**src/rtl/imem_boot_loader.sv**
```systemverilog
`default_nettype none
// ============================================================================
//  Module   : imem_boot_loader
//  Purpose  : Receives a program image as a byte stream (16-bit word count,
//             little-endian data words, XOR checksum), writes the words into
//             instruction memory and keeps the processor in reset until the
//             image has been loaded and its checksum matches.
//  Revision : 1.0 - initial release
// ============================================================================
module imem_boot_loader #(
  parameter int ADDR_W = 8
) (
  input  logic              clock,
  input  logic              Reset,
  input  logic              start,
  input  logic              in_valid,
  input  logic [7:0]        in_data,
  output logic              in_ready,
  output logic              imem_we,
  output logic [ADDR_W-1:0] imem_addr,
  output logic [31:0]       imem_wdata,
  output logic              proc_reset,
  output logic              load_done,
  output logic              load_error,
  output logic [ADDR_W:0]   words_loaded
);

  typedef enum logic [2:0] {
    ST_CNT_LO = 3'd0,
    ST_CNT_HI = 3'd1,
    ST_DATA   = 3'd2,
    ST_CHECK  = 3'd3,
    ST_DONE   = 3'd4,
    ST_ERROR  = 3'd5
  } state_t;

  // Largest legal word count: the whole memory.
  localparam logic [16:0] CAPACITY = 17'd1 << ADDR_W;

  state_t      state;
  state_t      state_nxt;
  logic [7:0]  cnt_lo;
  logic [15:0] word_count;
  logic [31:0] word_sr;
  logic [1:0]  byte_idx;
  logic [7:0]  csum;

  logic        accept;
  logic [16:0] cnt_full;
  logic [31:0] word_next;
  logic [16:0] words_after;
  logic        last_word;

  // Bytes are only taken while a load is in progress; there is no
  // backpressure inside a load.
  assign in_ready    = (state != ST_DONE) && (state != ST_ERROR);
  assign accept      = in_valid && in_ready;
  assign cnt_full    = {1'b0, in_data, cnt_lo};
  // Bytes enter at the top and move down, so the first byte ends in [7:0].
  assign word_next   = {in_data, word_sr[31:8]};
  assign words_after = 17'(words_loaded) + 17'd1;
  assign last_word   = (words_after == {1'b0, word_count});

  // State register.
  always_ff @(posedge clock or posedge Reset) begin
    if (Reset) state <= ST_CNT_LO;
    else       state <= state_nxt;
  end

  // Next-state decode; every transition except the start restart needs an
  // accepted byte.
  always_comb begin
    state_nxt = state;
    case (state)
      ST_CNT_LO: if (accept) state_nxt = ST_CNT_HI;
      ST_CNT_HI: begin
        if (accept) begin
          if (cnt_full > CAPACITY)   state_nxt = ST_ERROR;
          else if (cnt_full == '0)   state_nxt = ST_CHECK;
          else                       state_nxt = ST_DATA;
        end
      end
      ST_DATA:   if (accept && (byte_idx == 2'd3) && last_word) state_nxt = ST_CHECK;
      ST_CHECK:  if (accept) state_nxt = (in_data == csum) ? ST_DONE : ST_ERROR;
      ST_DONE,
      ST_ERROR:  if (start) state_nxt = ST_CNT_LO;
      default:   state_nxt = ST_CNT_LO;
    endcase
  end

  // Datapath: count capture, word assembly, checksum, memory writes and the
  // registered status outputs.
  always_ff @(posedge clock or posedge Reset) begin
    if (Reset) begin
      cnt_lo       <= '0;
      word_count   <= '0;
      word_sr      <= '0;
      byte_idx     <= '0;
      csum         <= '0;
      imem_we      <= 1'b0;
      imem_addr    <= '0;
      imem_wdata   <= '0;
      words_loaded <= '0;
      load_done    <= 1'b0;
      load_error   <= 1'b0;
      proc_reset   <= 1'b1;
    end else begin
      imem_we    <= 1'b0;
      load_done  <= (state_nxt == ST_DONE);
      load_error <= (state_nxt == ST_ERROR);
      // Released one cycle after DONE is entered; re-held right after start.
      proc_reset <= !((state == ST_DONE) && !start);
      case (state)
        ST_CNT_LO: if (accept) cnt_lo <= in_data;
        ST_CNT_HI: if (accept) word_count <= {in_data, cnt_lo};
        ST_DATA: begin
          if (accept) begin
            word_sr  <= word_next;
            csum     <= csum ^ in_data;
            byte_idx <= byte_idx + 2'd1;
            if (byte_idx == 2'd3) begin
              imem_we      <= 1'b1;
              imem_addr    <= words_loaded[ADDR_W-1:0];
              imem_wdata   <= word_next;
              words_loaded <= words_loaded + 1'b1;
            end
          end
        end
        ST_DONE, ST_ERROR: begin
          if (start) begin
            words_loaded <= '0;
            csum         <= '0;
            byte_idx     <= '0;
          end
        end
        default: ;
      endcase
    end
  end

endmodule
`default_nettype wire

```
**config.mk**
```make
export PLATFORM = sky130hd
export DESIGN_NAME = imem_boot_loader
export DESIGN_NICKNAME = d
export VERILOG_FILES = /design/src/rtl/imem_boot_loader.sv
export SDC_FILE = /design/constraint.sdc
export NUM_CORES = 1
export LEC_CHECK = 0
export ABC_AREA = 1
export CAP_MARGIN = 20
export CELL_PAD_IN_SITES_DETAIL_PLACEMENT = 1
export CELL_PAD_IN_SITES_GLOBAL_PLACEMENT = 1
export CORE_UTILIZATION = 45
export DETAILED_ROUTE_END_ITERATION = 8
export PLACE_DENSITY_LB_ADDON = 0.1
export SLEW_MARGIN = 0
export SYNTH_ARGS = -nofsm -noshare
export SYNTH_HDL_FRONTEND = slang
export SYNTH_SLANG_ARGS = --single-unit
```
**constraint.sdc**
```tcl
create_clock -name clock -period 8.1 [get_ports clock]
set_input_delay 1.62 -clock clock [delete_from_list [all_inputs] [get_ports clock]]
set_output_delay 1.62 -clock clock [all_outputs]
set_load 0.01 [all_outputs]
```
## Word level (Yosys, flattened, before mapping)

Cells that the tools add are included.
W data, S select, Z words.

| word-level totals | value |
|---|---|
| register bits after elaboration | 122 |
| logic and storage cells | 72 |
| output and inout bits | 54 |

| cells by class | value |
|---|---|
| add/subtract/negate cells | 3 |
| reduce and logical (&&, ||, !) cells | 17 |
| magnitude comparators | 1 |
| eq/ne operators | 15 |
| bitwise logic cells | 1 |
| multiplexer cells | 22 |

Operator list:

| kind | number |
|---|---|
| $mux W9 | 3 |
| $mux W3 | 6 |
| $pmux W9 S2 | 1 |
| $logic_not A17 Y1 | 1 |
| $eq A10 B16 Y1 | 1 |
| $gt A16 B9 Y1 const B | 1 |
| $mux W8 | 2 |
| $pmux W8 S2 | 1 |
| $pmux W3 S5 | 1 |
| $eq A3 B3 Y1 const B | 4 |
| $add A9 B1 Y10 const B | 1 |
| $add A9 B1 Y9 const B | 1 |
| $eq A8 B8 Y1 | 1 |
| $xor A8 B8 Y8 | 1 |
| $eq A3 B2 Y1 const B | 2 |
| $ne A2 B2 Y1 const B | 3 |
| $ne A3 B3 Y1 const B | 2 |
| $reduce_and A2 Y1 | 3 |
| $reduce_and A3 Y1 | 2 |
| $logic_and A1 B1 Y1 | 5 |
| $mux W1 | 5 |
| $mux W2 | 2 |
| $pmux W2 S2 | 1 |
| $reduce_and A4 Y1 | 1 |
| 7 further kinds | 8 |

## Depth between registers and ports, before layout

Gate-level depths: netlist of the first run.

| depth | value |
|---|---|
| depth in word-level cells | 8 |
| depth in mapped cells | 13 |
| mapped depth without buffers | 13 |

## Worst setup path after synthesis of the first run

No wires, ideal clock.

| timing | value |
|---|---|
| path kind | in2reg |
| start point | in in_valid |
| end point | reg csum[0] |
| setup slack | 5.358 ns |
| data required time | 7.975 ns |
| stages on the path | 5 |
| buffers on the path | 2 |
| setup time | 0.125 ns |
| arrival | 2.617 ns |
| cells stage by stage | clkbuf_1 > nand2_2 > a21oi_2 > buf_6 > mux2_4 |

| on the way | value |
|---|---|
| longest elaborated chain between the ends | 3 |

Ends and longest elaborated chain:

| item | line | source |
|---|---|---|
| from (decl) | 16 | `input logic in_valid,` |
| $logic_and A1 B1 Y1 | 57 | `assign accept = in_valid && in_ready;` |
| $ne A2 B2 Y1 (no line) | -- |  |
| $reduce_and A3 Y1 (no line) | -- |  |
| to (signal assigned) | 119 | `csum <= csum ^ in_data;` |
| to (decl) | 46 | `logic [7:0] csum;` |

Every way passes these cells.
A chain may end at the register's enable or synchronous reset.

## Final worst setup path of the first run

| timing | value |
|---|---|
| start point | reg state[1] |
| end point | out in_ready |

| on the way | value |
|---|---|
| longest elaborated chain between the ends | 2 |

Ends and longest elaborated chain:

| item | line | source |
|---|---|---|
| from (decl) | 40 | `state_t state;` |
| from (signal assigned) | 67 | `else state <= state_nxt;` |
| $ne A3 B3 Y1 | 56 | `assign in_ready = (state != ST_DONE) && (state != ST_ERROR);` |
| $logic_and A1 B1 Y1 * | 56 |  |
| to (decl) | 18 | `output logic in_ready,` |

Mark *: on every way between the ends. The rest lies on a longest branch, timed or not.

==> flow_metrics.py, run 1 <==
metrics = {
    "hold_path": {
        "hold_depth": 2,
        "hold_path.class": "reg2reg",
    },
    "critical_path": {
        "r2r_slack_ns": 5.72,
        "worstPathMaxFanout": 8,
        "crit_required_ns": 6.48,
        "crit_type": "reg2out",
        "max_stage_delay_ns": 0.55,
        "cpLargestDelayFamily": "buffers and inverters",
        "cp_slowest_cell": "clkdlybuf4s50_1",
        "cp.arrival_ns": 2.02,
        "end_kind": "output pin",
        "crit_cells": 5,
        "path_buf_inv": 2,
        "startpoint_type": "register",
        "r2r_cells": 6,
        "cp_cell_sequence": "nor2_2, nand2_1, nand2_4, inv_6, clkdlybuf4s50_1",
    },
    "yosys": {
        "ys_seq_area_frac": 0.568,
        "synthTopCellsByArea": "dfrtp_1, nand2_1, o21ai_0",
        "synth_top_family_by_area": "simple AND/OR/NAND/NOR gates",
        "netlist.area_leader.share": 0.563,
        "yosysTopAreaCell": "dfrtp_1",
        "syn-cell-area_sq_um": 5020,
        "syn_nets": 562,
        "synth_warnings": 0,
        "ys.flop_type": "dfrtp_1",
        "syn_inst": 548,
        "synthAdderAreaFrac": 0.00498,
        "synth-compound-area-share": 0.108,
        "syn_area_per_cell_sq_um": 9.16,
        "synth_mux_area_frac": 0.0262,
        "ys_types": 40,
        "synth_edf_count": 0,
        "post_synth_xor_area_fraction": 0.0167,
        "synth_commonest_cells": "nand2_1, dfrtp_1, o21ai_0",
        "ys_async_sr_fraction": 1.00,
        "synth_seq_cells": 114,
        "yosys.area_share.simple": 0.216,
        "post-synth-top-count-cell": "nand2_1",
    },
    "finish": {
        "drive_gt1_frac": 0.108,
        "finish.utilization": 0.587,
        "areaGrowthSynthToFinish_pct": 26.8,
        "insertedDiodeCount": 0,
        "nets": 632,
    },
    "power_and_ir_drop": {
        "ir_drop_mv": 0.180,
        "p_seq_frac": 0.393,
        "clkPwrFrac": 0.303,
        "p_sw_frac": 0.332,
        "p_leak_nw": 2.96,
        "p_int_mw": 1.56,
        "p_switching_uw": 775,
        "combPwrFrac": 0.304,
        "power.density_nw_per_um2": 366,
        "total_power_mw": 2.33,
    },
    "global_routing": {
        "grt_pass1_wl_microns": 21900,
        "grt_usage": 0.249,
        "grt_antenna_before_repair": 0,
        "grt_overflow_total": 0,
        "grt_max_degree": 86,
        "grt_pass1_vias": 4337,
    },
    "timing": {
        "hold_viol": 0,
        "finalSetupViolations": 0,
        "slew_headroom": 0.380,
        "rsz0062_at_grt": "false",
        "period_minus_slack_ns": 3.64,
        "period_share": 0.450,
        "max_freq_mhz": 275,
        "holdWs_ns": 0.471,
        "worst_pin_slew_ns": 0.928,
        "tns_ns": 0,
        "final_max_slew_viol_count": 0,
        "worst_slack_ns": 4.46,
        "clock_skew_ns": 0.00967,
    },
    "detailed_routing": {
        "antenna_left": 0,
        "routed_wl_microns": 12800,
        "first_iter_violations": 246,
        "dr.pass1.iters": 4,
        "wl_per_cell_microns": 16.7,
        "via_count": 4047,
        "drc_errors": 0,
        "routed_via_density": 5.26,
    },
    "place": {
        "gp_congestion": 0.804,
        "hpwl_microns": 8440,
        "portBuffers": 65,
        "pre_cts_ws_ns": 4.23,
    },
    "cts": {
        "cts_setup_buffers": 0,
        "insertion_delay_ns": 0.52,
        "hold_buffers": 0,
        "clkTransAtPathRegs_ns": 0.06,
        "post_cts_resized": 0,
        "ctsHtreeMaxLevel": 4,
        "cts_tree": "built",
        "cts_root_buf": "clkbuf_8",
        "cts_made_buffers": 17,
        "cts_buffer_depth": 2,
        "cts_sinks": 114,
    },
    "status": {
        "status": "completed",
    },
    "floorplanning": {
        "core_sq_um": 10800,
        "initial_utilization": 0.463,
        "die_area_sq_um": 11600,
        "rows": 38,
        "die_h_microns": 108,
        "ioPinCount": 66,
        "die_w_microns": 108,
    },
    "job": {
        "maxCapViolations": 0,
    },
}
[cell type report]
cell class | count | area [sq um]
fillers | 1250 | 4470
inverters | 53 | 206
clock buffers | 20 | 445
repair buffers | 68 | 706
clock inverters | 10 | 111
multi-input cells | 364 | 1870
flip-flops and latches | 114 | 2850
well taps | 140 | 175
[metrics by stage]
stage | instance area [sq um] | cells
final | 6370 | 769
after global routing | 6370 | 769
after CTS | 6320 | 767
after detailed placement | 5760 | 737
after global placement | 5760 | 737
after floorplan | 5020 | 548
[cells by family after synthesis]
family                   Yosys count
AND/OR/NAND/NOR                  247
flip-flops                       114
AO/OA/AOI/OAI                     97
buffers and inverters             70
multiplexers                      10
XOR/XNOR                           8
adder cells (fa/ha/maj)            2
[final timing paths]
path,to,start
min reg2reg,imem_wdata[0]$_DFFE_PP0P_,imem_wdata[0]$_DFFE_PP0P_
min in group asynchronous,imem_wdata[8]$_DFFE_PP0P_,Reset
max reg2reg,csum[7]$_DFFE_PP0P_,state[2]$_DFF_PP0_
min,imem_wdata[0]$_DFFE_PP0P_,imem_wdata[0]$_DFFE_PP0P_
max,in_ready,state[1]$_DFF_PP0_
max in group asynchronous,proc_reset$_DFF_PP1_,Reset
[tightest hold or removal path: cells and delay by family, from the launching register on]
family | cells | cell delay (ns)
AND/OR/NAND/NOR | 2 | 0.11
flip-flops | 1 | 0.34
[power groups by stage]
| stage | clock network, mW | logic (mW) | registers [mW] |
|---|---|---|---|
| CTS | 0.712 | 0.717 | 0.916 |
| detailed placement | 0 | 0.705 | 0.918 |
| finish | 0.706 | 0.709 | 0.916 |
| global route | 0.742 | 0.797 | 0.940 |
| floorplan | 0 | 0.419 | 0.918 |
| global placement | 0 | 0.668 | 0.907 |
[routing by layer]
layer	share of wire	vias to the layer above	track usage
met1	0.45	2064	0.321
li1	-	1904	-
met4	0.011	0	0.0812
met5	0	-	0
met3	0.027	11	0.0581
met2	0.51	68	0.415
[registers in the layout (all words and copies together) (netlist names)]
register and flops:
byte_idx 2, cnt_lo 8, csum 8, imem_addr 8, imem_wdata 32, imem_we 1
load_done 1, load_error 1, proc_reset 1, state 3, word_count 16, word_sr 24
words_loaded 9
[cells in the final DEF, fill, tap and decap left out, drive strengths merged]
| master | netlist | final |
|---|---|---|
| nand2 | 163 | 163 |
| dfrtp | 113 | 113 |
| o21ai | 83 | 83 |
| clkdlybuf4s50 | 0 | 65 |
| inv | 53 | 53 |
| nor2 | 43 | 43 |
| nand3 | 27 | 27 |
| clkbuf | 8 | 20 |
| mux2 | 10 | 10 |
| nand4 | 7 | 7 |
| xnor2 | 6 | 6 |
| clkinv | 0 | 5 |
| nand3b | 4 | 4 |
| o22ai | 4 | 4 |
| a21oi | 4 | 4 |
| clkinvlp | 0 | 3 |
| buf | 9 | 3 |
| o21a | 2 | 2 |
| ha | 2 | 2 |
| bufinv | 0 | 2 |
| nor3 | 2 | 2 |
| a221oi | 1 | 1 |
| o21bai | 1 | 1 |
| xor2 | 1 | 1 |
| xnor3 | 1 | 1 |
| o211ai | 1 | 1 |
| a31oi | 1 | 1 |
| or2 | 1 | 1 |
| dfstp | 1 | 1 |
Note: power is estimated with default switching activity, not from simulation.
==> inputs of run 2 (changes only) <==
Settings changed: CORE_UTILIZATION 45 to 42.
Clock period 8.1 ns to 3.5 ns, I/O delays scaled along.
==> flow_metrics.py, run 2 (synthesis gave the netlist of run 1 again) <==
metrics = {
    "timing": {
        "period_share": 0.754,
        "worst_pin_slew_ns": 0.952,
        "max_freq_mhz": 379,
        "rsz0062_at_grt": "false",
        "finalSetupViolations": 0,
        "final_max_slew_viol_count": 0,
        "worst_slack_ns": 0.860,
        "tns_ns": 0,
        "clock_skew_ns": 0.00516,
        "hold_viol": 0,
        "period_minus_slack_ns": 2.64,
        "slew_headroom": 0.364,
    },
    "global_routing": {
        "grt_max_degree": 70,
        "grt_pass1_wl_microns": 21400,
        "grt_usage": 0.223,
        "grt_antenna_before_repair": 0,
        "grt_overflow_total": 0,
        "grt_pass1_vias": 4195,
    },
    "floorplanning": {
        "die_area_sq_um": 12400,
        "initial_utilization": 0.436,
        "ioPinCount": 66,
        "rows": 39,
        "die_w_microns": 111,
        "die_h_microns": 111,
        "core_sq_um": 11500,
    },
    "finish": {
        "largest-register": "imem_wdata",
        "design_area_sq_um": 6370,
        "top_regs": "imem_wdata (32), word_sr (24), word_count (16)",
        "areaGrowthSynthToFinish_pct": 26.9,
        "drive_gt1_frac": 0.111,
        "nets": 633,
        "largest_reg_flops": 32,
        "stdcell_count": 774,
        "insertedDiodeCount": 0,
        "mostFrequentLayoutCells": "nand2_1, dfrtp_1, o21ai_0",
        "final_common_cell": "nand2_1",
    },
    "place": {
        "place_area_sq_um": 5800,
        "portBuffers": 65,
        "dp_cells": 742,
        "pre_cts_ws_ns": 0.693,
        "gp_congestion": 0.759,
        "hpwl_microns": 8520,
    },
    "detailed_routing": {
        "wl_per_cell_microns": 16.3,
        "drc_errors": 14,
        "routed_wl_microns": 12600,
        "antenna_left": 0,
        "first_iter_violations": 231,
        "dr.pass1.iters": 6,
        "routed_via_density": 5.09,
        "via_count": 3941,
    },
    "cts": {
        "cts_buffer_depth": 2,
        "cts_sinks": 114,
        "insertion_delay_ns": 0.41,
        "clkTransAtPathRegs_ns": 0.05,
        "cts_made_buffers": 17,
        "ctsHtreeMaxLevel": 4,
        "cts_root_buf": "clkbuf_16",
        "cts_tree": "built",
        "post_cts_resized": 0,
        "cts_setup_buffers": 0,
        "hold_buffers": 0,
    },
    "hold_path": {
        "min-delay-start": "imem_wdata[5]$_DFFE_PP0P_",
        "min_to": "imem_wdata[5]$_DFFE_PP0P_",
        "hold_depth": 2,
        "hold_path.class": "reg2reg",
    },
    "critical_path": {
        "r2r_cells": 4,
        "worst_r2r_endpoint": "word_count[4]$_DFFE_PP0P_",
        "end_kind": "output pin",
        "startpoint_type": "register",
        "r2r_start": "state[0]$_DFF_PP0_",
        "cp.arrival_ns": 1.94,
        "worstPathMaxFanout": 8,
        "r2r_slack_ns": 1.35,
        "crit_type": "reg2out",
        "crit_required_ns": 2.80,
        "cp-startpoint": "state[1]$_DFF_PP0_",
    },
    "power_and_ir_drop": {
        "p_int_mw": 3.59,
        "p_switching_mw": 1.77,
        "combPwrFrac": 0.306,
        "p_seq_frac": 0.395,
        "power.density_nw_per_um2": 840,
        "p_leak_nw": 2.96,
        "ir_drop_mv": 0.429,
        "clkPwrFrac": 0.299,
        "p_sw_frac": 0.330,
    },
    "status": {
        "violations": "design-rule violations",
        "status": "finished, violations left",
    },
    "job": {
        "maxCapViolations": 0,
    },
}
==> run 2: cell count changes in the layout (fill, tap and decap cells not counted), sizes merged <==
cell      before  now
clkinvlp       3    5
inv           53   52
bufinv         2    1
clkbuf        20   21
buf            3    4
==> run 2: area by class of cell <==
cell class              count  area, sq um
well taps                 143          179
multi-input cells         364         1870
flip-flops and latches    114         2850
fillers                  1350         5140
repair buffers             69          706
clock inverters            10         85.1
clock buffers              21          470
inverters                  53          208
==> run 2: how the worst max path moves through the flow <==
| stage | to | slack [ns] | cells after the start |
|---|---|---|---|
| global placement | words_loaded[0]$_DFFE_PP0P_ | 0.73 | 6 |
| finish | in_ready | 0.86 | 5 |
| global route | in_ready | 0.75 | 5 |
| detailed placement | words_loaded[0]$_DFFE_PP0P_ | 0.69 | 6 |
| floorplan | byte_idx[0]$_DFFE_PP0P_ | 1.42 | 1 |
| CTS | in_ready | 0.84 | 5 |
==> run 2: metal layers <==
metal,vias to the layer above,track usage,part of all wire,wire length (microns)
met4,0,0.0838,0.012,148
li1,1913,-,-,-
met3,11,0.0441,0.025,320
met2,65,0.374,0.51,6410
met5,-,0,0,0
met1,1952,0.287,0.45,5700
==> run 2: power groups by stage <==
stage               clock network, mW  logic [mW]  registers [mW]
detailed placement                  0        1.64            2.13
CTS                              1.63        1.66            2.12
global route                     1.68        1.84            2.18
finish                           1.60        1.64            2.11
global placement                    0        1.56            2.10
floorplan                           0       0.970            2.12
==> run 2: metrics by stage <==
stage	power [mW]	util	hold WS (ns)
after floorplan	3.09	-	0.449
after global placement	3.66	0.503	0.456
after detailed placement	3.77	0.503	0.461
after CTS	5.41	0.552	0.475
after global routing	5.70	0.553	0.499
final	5.35	0.553	0.468
==> run 2: worst max-delay path: stages (launching register included) <==
cell and delay [ns]:
dfrtp_1 0.46, nor2_2 0.08, nand2_1 0.17, nand2_4 0.13
inv_6 0.14, clkdlybuf4s50_1 0.55
==> inputs of run 3 (changes only) <==
Settings changed: CORE_UTILIZATION 42 to 38.
Clock period 3.5 ns to 2.4 ns, I/O delays scaled along.
==> flow_metrics.py, run 3 (synthesis gave the netlist of run 1 again) <==
metrics = {
    "hold_path": {
        "hold_path.class": "in2async",
    },
    "status": {
        "status": "completed",
    },
    "detailed_routing": {
        "first_iter_violations": 131,
        "routed_wl_microns": 12500,
        "dr.pass1.iters": 4,
        "drc_errors": 0,
        "routed_via_density": 4.86,
        "antenna_left": 0,
        "wl_per_cell_microns": 15.3,
        "via_count": 3962,
    },
    "floorplanning": {
        "die_w_microns": 117,
        "initial_utilization": 0.393,
        "rows": 41,
        "die_h_microns": 117,
        "core_sq_um": 12800,
        "ioPinCount": 66,
        "die_area_sq_um": 13700,
    },
    "timing": {
        "hold_viol": 0,
        "period_minus_slack_ns": 2.32,
        "tns_ns": 0,
        "period_share": 0.968,
        "holdWs_ns": 0.458,
        "max_freq_mhz": 430,
        "finalSetupViolations": 0,
        "worst_slack_ns": 0.0762,
        "rsz0062_at_grt": "false",
        "clock_skew_ns": 0.0104,
        "worst_pin_slew_ns": 0.491,
        "slew_headroom": 0.672,
        "final_max_slew_viol_count": 0,
    },
    "finish": {
        "nets": 644,
        "fill_cells": 1454,
        "drive_gt1_frac": 0.132,
        "areaGrowthSynthToFinish_pct": 30.0,
        "design_area_sq_um": 6530,
        "insertedDiodeCount": 0,
        "top_regs": "imem_wdata (32), word_sr (24), word_count (16)",
        "largest_reg_flops": 32,
        "final_common_cell": "nand2_1",
        "mostFrequentLayoutCells": "nand2_1, dfrtp_1, o21ai_0",
        "largest-register": "imem_wdata",
    },
    "critical_path": {
        "cp_cell_sequence": "nor2_2, nand2_2, nand2_4, inv_6, clkdlybuf4s50_1",
        "r2r_slack_ns": 0.45,
        "cp_slowest_cell": "clkdlybuf4s50_1",
        "crit_type": "reg2out",
        "max_stage_delay_ns": 0.49,
        "path_buf_inv": 2,
        "worstPathMaxFanout": 8,
        "crit_cells": 5,
        "crit_required_ns": 1.92,
        "cp-startpoint": "state[0]$_DFF_PP0_",
        "cp.arrival_ns": 1.84,
        "cp-endpoint": "in_ready",
        "cpLargestDelayFamily": "buffers and inverters",
        "end_kind": "output pin",
        "r2r_cells": 10,
        "worst_r2r_endpoint": "load_done$_DFF_PP0_",
        "r2r_start": "words_loaded[0]$_DFFE_PP0P_",
        "startpoint_type": "register",
    },
    "place": {
        "hpwl_microns": 8920,
        "place_area_sq_um": 5950,
        "pre_cts_ws_ns": 0.207,
        "gp_congestion": 0.791,
        "portBuffers": 65,
    },
    "cts": {
        "insertion_delay_ns": 0.41,
        "cts_root_buf": "clkbuf_16",
        "clkTransAtPathRegs_ns": 0.06,
        "cts_buffer_depth": 2,
        "cts_made_buffers": 17,
        "cts_sinks": 114,
        "cts_tree": "built",
        "ctsHtreeMaxLevel": 4,
        "hold_buffers": 0,
    },
    "power_and_ir_drop": {
        "p_leak_nw": 3.03,
        "power.density_nw_per_um2": 1210,
        "ir_drop_mv": 0.572,
    },
    "global_routing": {
        "grt_usage": 0.206,
        "grt_pass1_vias": 4234,
        "grt_max_degree": 44,
        "grt_pass1_wl_microns": 21200,
        "grt_overflow_total": 0,
        "grt_antenna_before_repair": 0,
    },
    "job": {
        "maxCapViolations": 0,
    },
}
[run 3: changes by cell type in the layout (fill, tap and decap cells not counted), sizes merged]
cell / delta
clkinvlp: -1
clkinv: +4
clkbuf: -2
buf: +11
[run 3: worst min path at each step]
stage / startpoint / end / slack (ns) / depth (start not counted)
after floorplan: word_sr[8]$_DFFE_PP0P_ / imem_wdata[0]$_DFFE_PP0P_ / 0.45 / 2
after global placement: imem_wdata[2]$_DFFE_PP0P_ / imem_wdata[2]$_DFFE_PP0P_ / 0.45 / 2
after detailed placement: imem_wdata[2]$_DFFE_PP0P_ / imem_wdata[2]$_DFFE_PP0P_ / 0.46 / 2
after CTS: Reset / word_sr[19]$_DFFE_PP0P_ / 0.46 / 2
after global routing: Reset / imem_wdata[16]$_DFFE_PP0P_ / 0.49 / 2
final: Reset / imem_wdata[16]$_DFFE_PP0P_ / 0.46 / 2
[run 3: layout make-up]
class	count	area, sq um	share of cell area
clock buffers	19	453	0.0694
clock inverters	13	113	0.0172
inverters	53	208	0.0318
multi-input cells	364	1870	0.287
flip-flops and latches	114	2860	0.437
well taps	172	215	0.0330
repair buffers	80	813	0.125
[run 3: through the flow]
step | power [mW] | std cells | util
6_report | 7.90 | 815 | 0.511
5_1_grt | 8.44 | 815 | 0.511
4_1_cts | 8.00 | 815 | 0.511
3_5_place_dp | 5.54 | 781 | 0.465
3_3_place_gp | 5.43 | 781 | 0.465
2_1_floorplan | 4.51 | 548 | -
[run 3: timing repair]
action | CTS | global route
gates cloned | 0 | 0
setup endpoints to repair | 1 | 1
resized for setup | 1 | 1
buffers inserted | 2 | 0
[run 3: worst reg2reg max path, delay by kind of cell, from the launching register on]
kind | cells | cell delay, ns
adder cells (fa/ha/maj) | 1 | 0.24
flip-flops | 1 | 0.49
AND/OR/NAND/NOR | 9 | 1.10
[run 3: layer usage]
| metal | routed length (microns) | vias to the layer above | global-route usage |
|---|---|---|---|
| met4 | 172 | 0 | 0.0743 |
| met5 | 0 | - | 0 |
| li1 | - | 1931 | - |
| met1 | 5700 | 1951 | 0.255 |
| met3 | 366 | 14 | 0.0484 |
| met2 | 6260 | 66 | 0.352 |
[run 3: power by group]
part | internal (mW) | leakage, nW | switching, mW
sequential | 2.63 | 1.49 | 0.451
clock | 1.47 | 0.274 | 0.897
combinational | 1.18 | 1.26 | 1.27
